## src/rtl/alu_pkg.sv

```systemverilog
// alu_pkg: shared op/state encodings and helpers
// for the registered Hack ALU.
package alu_pkg;

  typedef enum logic [1:0] {
    OP_HACK = 2'b00,
    OP_MUL  = 2'b01,
    OP_SHL  = 2'b10,
    OP_SAR  = 2'b11
  } op_t;

  typedef enum logic {
    ST_IDLE = 1'b0,
    ST_MUL  = 1'b1
  } state_t;

  function automatic int log2w(input int w);
    int n;
    n = 0;
    while ((1 << n) < w) n++;
    return n;
  endfunction

endpackage

```

## src/rtl/alu_core.sv

```systemverilog
// alu_core: combinational WIDTH-bit Hack ALU with
// adder carry and signed overflow.
module alu_core
  import alu_pkg::*;
#(
  parameter int WIDTH = 16
) (
  input  logic [WIDTH-1:0] x,
  input  logic [WIDTH-1:0] y,
  input  logic             zx,
  input  logic             nx,
  input  logic             zy,
  input  logic             ny,
  input  logic             f,
  input  logic             no,
  output logic [WIDTH-1:0] px,
  output logic [WIDTH-1:0] py,
  output logic [WIDTH-1:0] r,
  output logic             carry,
  output logic             overflow
);

  logic [WIDTH:0] sum;

  assign px = (zx ? '0 : x) ^ {WIDTH{nx}};
  assign py = (zy ? '0 : y) ^ {WIDTH{ny}};
  assign sum = {1'b0, px} + {1'b0, py};

  assign carry = f & sum[WIDTH];
  assign overflow = f
    & (px[WIDTH-1] == py[WIDTH-1])
    & (sum[WIDTH-1] != px[WIDTH-1]);

  assign r = (f ? sum[WIDTH-1:0] : (px & py))
    ^ {WIDTH{no}};

endmodule

```

## src/rtl/alu_seq.sv

```systemverilog
// alu_seq: registered Hack ALU with shift-add multiplier,
// barrel shifter, flags and valid/ready handshake.
module alu_seq
  import alu_pkg::*;
#(
  parameter int WIDTH  = 16,
  parameter bit MUL_EN = 1'b1
) (
  input  logic             clock,
  input  logic             reset_n,
  input  logic             in_valid,
  output logic             in_ready,
  input  logic [WIDTH-1:0] x,
  input  logic [WIDTH-1:0] y,
  input  logic             zx,
  input  logic             nx,
  input  logic             zy,
  input  logic             ny,
  input  logic             f,
  input  logic             no,
  input  logic [1:0]       op,
  output logic             out_valid,
  input  logic             out_ready,
  output logic [WIDTH-1:0] out,
  output logic             zr,
  output logic             ng,
  output logic             cy,
  output logic             ov,
  output logic             busy
);

  localparam int LW = log2w(WIDTH);

  state_t             state;
  logic [WIDTH-1:0]   px, py, hack_r;
  logic               hack_cy, hack_ov;
  logic [2*WIDTH-1:0] acc, mcand, acc_nx;
  logic [WIDTH-1:0]   mplier, mul_r;
  logic [LW-1:0]      cnt;
  logic               no_q, mul_ov;
  logic               accept, sat;
  logic [LW-1:0]      amt;
  logic [WIDTH-1:0]   res;
  logic               res_cy, res_ov;

  alu_core #(.WIDTH(WIDTH)) u_core (
    .x(x), .y(y),
    .zx(zx), .nx(nx), .zy(zy), .ny(ny),
    .f(f), .no(no),
    .px(px), .py(py), .r(hack_r),
    .carry(hack_cy), .overflow(hack_ov)
  );

  assign in_ready = reset_n
    & (state == ST_IDLE)
    & (!out_valid | out_ready);
  assign accept = in_valid & in_ready;

  assign amt = py[LW-1:0];
  assign sat = |py[WIDTH-1:LW];

  assign acc_nx = mplier[0] ? acc + mcand : acc;
  assign mul_r  = acc_nx[WIDTH-1:0] ^ {WIDTH{no_q}};
  assign mul_ov = |acc_nx[2*WIDTH-1:WIDTH];

  always_comb begin
    res    = '0;
    res_cy = 1'b0;
    res_ov = 1'b0;
    unique case (op_t'(op))
      OP_HACK: begin
        res    = hack_r;
        res_cy = hack_cy;
        res_ov = hack_ov;
      end
      OP_SHL:
        res = (sat ? '0 : (px << amt))
          ^ {WIDTH{no}};
      OP_SAR:
        res = (sat ? {WIDTH{px[WIDTH-1]}}
          : WIDTH'($signed(px) >>> amt))
          ^ {WIDTH{no}};
      OP_MUL:
        res_ov = 1'b1;
      default: res = '0;
    endcase
  end

  always_ff @(posedge clock or negedge reset_n) begin
    if (!reset_n) begin
      state     <= ST_IDLE;
      out       <= '0;
      zr        <= 1'b0;
      ng        <= 1'b0;
      cy        <= 1'b0;
      ov        <= 1'b0;
      out_valid <= 1'b0;
      busy      <= 1'b0;
      acc       <= '0;
      mcand     <= '0;
      mplier    <= '0;
      cnt       <= '0;
      no_q      <= 1'b0;
    end else begin
      if (out_valid && out_ready)
        out_valid <= 1'b0;
      unique case (state)
        ST_IDLE: begin
          if (accept) begin
            if (MUL_EN && op == OP_MUL) begin
              mcand  <= {{WIDTH{1'b0}}, px};
              mplier <= py;
              acc    <= '0;
              cnt    <= '0;
              no_q   <= no;
              busy   <= 1'b1;
              state  <= ST_MUL;
            end else begin
              out       <= res;
              zr        <= (res == '0);
              ng        <= res[WIDTH-1];
              cy        <= res_cy;
              ov        <= res_ov;
              out_valid <= 1'b1;
            end
          end
        end
        ST_MUL: begin
          acc    <= acc_nx;
          mcand  <= mcand << 1;
          mplier <= mplier >> 1;
          cnt    <= cnt + 1'b1;
          // last multiplier bit: publish the product
          if (cnt == LW'(WIDTH-1)) begin
            out       <= mul_r;
            zr        <= (mul_r == '0);
            ng        <= mul_r[WIDTH-1];
            cy        <= 1'b0;
            ov        <= mul_ov;
            out_valid <= 1'b1;
            busy      <= 1'b0;
            state     <= ST_IDLE;
          end
        end
        default: state <= ST_IDLE;
      endcase
    end
  end

endmodule

```

## config.mk

```make
export PLATFORM = sky130hd
export DESIGN_NAME = alu_seq
export DESIGN_NICKNAME = d
export VERILOG_FILES = /design/src/rtl/alu_pkg.sv /design/src/rtl/alu_core.sv /design/src/rtl/alu_seq.sv
export SDC_FILE = /design/constraint.sdc
export NUM_CORES = 1
export LEC_CHECK = 0
export ABC_CLOCK_PERIOD_IN_PS = 4300
export CORE_MARGIN = 2
export CORE_UTILIZATION = 62
export CTS_CLUSTER_DIAMETER = 80
export CTS_CLUSTER_SIZE = 40
export DETAILED_ROUTE_END_ITERATION = 12
export GPL_ROUTABILITY_DRIVEN = 0
export PLACE_DENSITY = 0.83
export SLEW_MARGIN = 20
export SYNTH_ARGS = -nofsm -noshare
export SYNTH_HDL_FRONTEND = slang
export SYNTH_SLANG_ARGS = --single-unit
```

## constraint.sdc

```tcl
create_clock -name clock -period 4.3 [get_ports clock]
set_input_delay 0.86 -clock clock [delete_from_list [all_inputs] [get_ports clock]]
set_output_delay 0.86 -clock clock [all_outputs]
set_load 0.03 [all_outputs]
```

==> Word level (Yosys, flattened, before mapping) <==
Cells that the tools add are included.
{ "totals": {"word_cells": 107, "register_bits": 108, "input_bits": 44, "out_inout_bits": 23} }
{ "classes": {"n_addsub": 3, "shift": 2, "n_eq_ne": 10, "n_mux": 53, "bitwise": 15, "n_reduce_logical": 11} }
{ "ops": {"columns": ["op", "n"], "rows": [
  ["2-to-1 mux 16 bit", 10],
  ["2-to-1 mux 32 bit", 5],
  ["one-hot mux 32 bit (2 select lines)", 2],
  ["XOR 16 bit", 6],
  ["one-hot mux 16 bit (2 select lines)", 2],
  ["one-hot mux 16 bit (3 select lines)", 1],
  ["adder 32 bit", 1],
  ["logical NOT 16 bit", 2],
  ["2-to-1 mux 1 bit", 23],
  ["adder 16 x 16 -> 17 bit", 1],
  ["bitwise AND 16 bit", 1],
  ["OR reduction 16 bit", 1],
  ["<< shifter 16 x 4 -> 16 bit", 1],
  [">>> shifter 16 x 4 -> 16 bit", 1],
  ["one-hot mux 1 bit (2 select lines)", 7],
  ["OR reduction 12 bit", 1],
  ["AND reduction 3 bit", 3],
  ["2-to-1 mux 4 bit", 2],
  ["one-hot mux 4 bit (2 select lines)", 1],
  ["bitwise AND 1 bit", 6],
  ["adder 4 x 1 -> 4 bit, second input constant", 1],
  ["equality test 2 bit, second input constant", 2],
  ["equality test 4 bit, second input constant", 1],
  ["!= test 2 x 1 -> 1 bit, second input constant", 2],
  ["10 further kinds", 11]
]} }

==> Depth between registers and ports, before layout <==
{ "depth": {"depth_word": 10, "ltp_mapped": 16} }

==> Hierarchy <==
From an unflattened synthesis, not the netlist that was laid out.
{ "hier_totals": {"hier_cells": 1329, "area_unflattened_um2": 11059.4} }
{ "by_module_without_submodules": {"columns": ["module", "instances", "seq_area_each_um2", "cells_each", "area_per_inst_um2"], "rows": [
  ["alu_seq", 1, 2677.6, 1065, 8894.8],
  ["alu_core", 1, 0.0, 264, 2164.6]
]} }

==> Worst setup path after synthesis <==
Ideal clock, no wire load.
{ "synth_timing": {"kind": "in2reg", "start": "input zy", "end": "register zr", "setup_slack_ps": 213, "path_stages": 16, "n_path_buf": 3, "t_arrival_ps": 4010, "cell_sequence": "buf_2 and2b_1 xnor2_2 inv_1 buf_2 buf_2 ha_1 a31o_2 a31oi_2 nor3_1 nor4_1 nand3_1 nor4b_1 a2111oi_0 o211ai_1 o21ai_1"} }
{ "synth_via": {"elab_chain_cells": 10} }
{ "synth_lines": {"columns": ["element", "line_no", "text"], "rows": [
  ["from (decl)", "alu_seq.sv:17", "input logic zy,"],
  ["2-to-1 mux 16 bit (*)", "alu_core.sv:26", "assign py = (zy ? '0 : y) ^ {WIDTH{ny}};"],
  ["XOR 16 bit (*)", "alu_core.sv:26", null],
  ["adder 16 x 16 -> 17 bit (tied with other cells)", "alu_core.sv:27", "assign sum = {1'b0, px} + {1'b0, py};"],
  ["2-to-1 mux 16 bit (on tied branches)", "alu_core.sv:34, alu_seq.sv:77, alu_seq.sv:80", null],
  ["XOR 16 bit (on tied branches)", "alu_core.sv:35, alu_seq.sv:78, alu_seq.sv:82", null],
  ["one-hot mux 16 bit (3 select lines) (*)", "alu_seq.sv:70", "unique case (op_t'(op))"],
  ["logical NOT 16 bit (*)", "alu_seq.sv:120", "zr <= (res == '0);"],
  ["2-to-1 mux 1 bit (*)", "alu_seq.sv:110", "if (MUL_EN && op == OP_MUL) begin"],
  ["2-to-1 mux 1 bit (*)", "alu_seq.sv:109", "if (accept) begin"],
  ["one-hot mux 1 bit (2 select lines) (*)", "alu_seq.sv:107", "unique case (state)"],
  ["to (signal assigned)", "alu_seq.sv:120", null],
  ["to (signal assigned)", "alu_seq.sv:136", "zr <= (mul_r == '0);"],
  ["to (decl)", "alu_seq.sv:25", "output logic zr,"]
]} }
Mark *: on every way between the ends. The rest lies on a longest branch, timed or not. The select of a mux whose other input is x is not followed.
A chain may end at the register's enable or synchronous reset.

==> Worst setup path in the final report <==
{ "layout_timing": {"start": "input x[8]", "end": "register zr"} }
{ "layout_via": {"elab_chain_cells": 10} }
{ "layout_lines": {"columns": ["element", "line_no", "text"], "rows": [
  ["from (decl)", "alu_seq.sv:13", "input logic [WIDTH-1:0] x,"],
  ["2-to-1 mux 16 bit (*)", "alu_core.sv:25", "assign px = (zx ? '0 : x) ^ {WIDTH{nx}};"],
  ["XOR 16 bit (*)", "alu_core.sv:25", null],
  ["adder 16 x 16 -> 17 bit (tied with other cells)", "alu_core.sv:27", null],
  ["2-to-1 mux 16 bit (on tied branches)", "alu_core.sv:34, alu_seq.sv:77, alu_seq.sv:80", null],
  ["XOR 16 bit (on tied branches)", "alu_core.sv:35, alu_seq.sv:78, alu_seq.sv:82", null],
  ["one-hot mux 16 bit (3 select lines) (*)", "alu_seq.sv:70", null],
  ["logical NOT 16 bit (*)", "alu_seq.sv:120", null],
  ["2-to-1 mux 1 bit (*)", "alu_seq.sv:110", null],
  ["2-to-1 mux 1 bit (*)", "alu_seq.sv:109", null],
  ["one-hot mux 1 bit (2 select lines) (*)", "alu_seq.sv:107", null]
]} }
Marks and branches as above.

==> impl_metrics.ini <==
[status]
status = completed

[hold_path]
hp-class = reg2reg
hold_depth = 2

[yosys]
synth_edf_count = 0
syn_nets = 1495
synth_top_cell_area_share = 0.241
synthArstFlopShare = 1.00
yosys_register_bits = 107
avgSynthCellArea_um2 = 7.95
yosysSeqAreaShare = 0.241
synth_area_leaders = dfrtp_1, nand2_1, xnor2_1
ys_types = 88
ys.flop_type = dfrtp_1
yosysWarningCount = 0
synthesis.area_mm2 = 0.0111
synthCells = 1401
yosysTopAreaCell = dfrtp_1

[drt]
post-route-drc-count = 0
ant_nets = 0
wl_um = 36100
num_vias = 12100
drt_iter0_markers = 1618
vias_per_cell = 6.74
avgRoutedWirePerCell_um = 20.1
first_pass_iters = 5

[timing]
whs_ns = 0.485
timing.fmax_mhz = 238
finalHoldViolations = 0
final.min_clock_period_ns = 4.20
slew_headroom = 0.388
setup_viol = 0
fin_skew_ns = 0.0115
fin_ws_ns = 0.104
drv_slew = 0
tightest_slew_ns = 0.907
timing.final.crit_share = 0.976

[grt]
grt_pass1_wl_um = 58200
grt_overflow = 0
grtUsageTotal = 0.372
antenna_found_initial = 0
grt_max_degree = 103
first_global_vias = 11500

[pwr]
p_per_area_mw_per_mm2 = 505
p_leak_nw = 5.96
ir_drop_mv = 0.795
total_power_w = 0.00679

[floorplan]
core-area_mm2 = 0.0178
die_x_um = 138
pin_count = 67
die_area_mm2 = 0.0190
die_h_um = 138
start_util = 0.626
core.rowCount = 49

[worst_setup_path]
start_kind = input port
end_kind = flop
critPathMaxFanout = 3
crit_arrival_ns = 4.49
required_ns = 4.59
crit_type = in2reg
worst_r2r_path_depth = 12

[cts]
clockBufferDepth = 2
htreeDepth = 3
cts_tree = yes
clk_latency_ns = 0.37
root_buffer = clkbuf_16
holdBufCountCts = 0
cts_buffers = 9
clk_pin_slew_ns = 0.07
cts_sinks = 107

[placed_design]
io_buffers = 66
preCtsSetupSlack_ns = -0.340
dp_hpwl_um = 27000
placed_area_mm2 = 0.0131
placed_cells = 1775

[cells_and_area]
stdcell_count = 1792
layout.nets = 1652
multi_input_area_mm2 = 0.00798
layout.area.seq_mm2 = 0.00268
area_delta_synth_final_pct = 20.9
fillers = 1291
drive_gt1_frac = 0.173
antenna-diode-count = 0
stdcell_area_mm2 = 0.0135

[job]
cap_viol_max_count = 0
-- path summary, 6_finish.rpt --
path	from	end	slack (ns)
setup reg to reg	acc[15]$_DFFE_PN0P_	ov$_DFFE_PN0P_	0.21
max in group asynchronous	reset_n	state$_DFF_PN0_	2.36
hold reg to reg	out[11]$_DFFE_PN0P_	out[11]$_DFFE_PN0P_	0.49
min in group asynchronous	reset_n	mcand[21]$_DFFE_PN0P_	0.62
setup / recovery	x[8]	zr$_DFFE_PN0P_	0.10
hold / removal	out[11]$_DFFE_PN0P_	out[11]$_DFFE_PN0P_	0.49
-- what timing repair did --
item                                    CTS  global route
endpoints found under the setup margin    1             7
buffers inserted                          0             1
pin swaps                                 0             1
gates resized for setup                   1            14
-- placed cells by master (no fill, tap or decap), types with 6 or more instances in the layout --
cell type	count
o211ai_1	23
nand4_1	15
clkbuf_16	9
and3_1	15
a21o_1	29
o21ai_0	106
mux2i_1	58
nor2b_1	28
and2_1	7
o21bai_1	10
nor2_1	110
a211oi_1	15
nand3_1	52
or3_1	10
a31oi_1	15
a221oi_1	13
nand2_1	171
mux2_2	8
mux4_2	22
a21oi_1	91
a31o_2	8
o31ai_1	8
a32oi_1	7
dfrtp_1	105
inv_1	34
nand2b_1	22
xnor2_1	69
nor3_1	39
nor4_1	6
o21a_1	10
clkdlybuf4s50_1	64
xor2_1	20
buf_4	173
ha_1	49
-- worst max-delay path, stage by stage --
cell and delay [ns]:
clkdlybuf4s50_1 0.46, nor2b_1 0.22, xnor2_1 0.18, inv_1 0.10
ha_1 0.32, a211o_1 0.30, a21oi_1 0.17, a21oi_1 0.09
and2_1 0.20, o32ai_2 0.30, nor4_2 0.11, a211oi_1 0.28
nor4b_1 0.09, buf_4 0.15, a2111oi_0 0.36, o211ai_1 0.15
o21ai_1 0.14
-- metal layers --
| layer | track usage | share of wire |
|---|---|---|
| met5 | 0 | 0 |
| met3 | 0.0603 | 0.079 |
| met1 | 0.458 | 0.38 |
| met2 | 0.607 | 0.47 |
| met4 | 0.245 | 0.077 |
-- registers in the layout, summed over array words and instances (netlist names) --
register   count
no_q           1
mcand         32
acc           32
mplier        16
cy             1
out           16
zr             1
busy           1
ov             1
state          1
cnt            4
out_valid      1
-- cells in the mapped netlist, drive strengths merged, types with 7 or more instances --
cell,count
nor2,110
nand2,171
o21a,11
xnor2,75
nor3,39
a21oi,91
o21ai,109
a221oi,13
buf,31
or3,10
mux4,22
a32oi,7
nand2b,23
mux2,8
and3,15
inv,37
dfrtp,107
clkbuf,66
o31ai,8
a31oi,16
a31o,8
o211ai,23
nand3,53
o21bai,10
and2,8
nand4,15
xor2,22
ha,49
mux2i,58
a211oi,17
nor2b,30
a21o,29
nor4,9
-- stage by stage --
step                      TNS [ns]  utilization
after floorplan                  0            -
after global placement      -0.698        0.735
after detailed placement     -1.48        0.735
after CTS                        0        0.753
after global routing       -0.0593        0.757
final                            0        0.757
-- report_power, final --
part           internal, W  total (W)  switching [W]
Combinational      0.00171    0.00417        0.00246
Clock             0.000462   0.000875       0.000413
Sequential         0.00138    0.00175       0.000370
Total              0.00355    0.00679        0.00324
-- kinds of logic after synthesis --
logic type	Yosys count	share of synthesized area
buffers and inverters	136	0.0517
AOI/OAI and AO/OA	413	0.246
DFF	107	0.241
muxes	88	0.105
and+or+nand+nor	510	0.219
adders and majority gates	50	0.0569
xor gates and xnor gates	97	0.0810
-- cell type report --
class                           count  area share
Sequential cell                   107       0.199
Inverter                           39      0.0109
Tap cell                          229      0.0213
Clock inverter                      7     0.00632
Clock buffer                        9      0.0167
Timing Repair Buffer              243       0.152
Multi-Input combinational cell   1158       0.593
(Power assumes the default switching activity.)
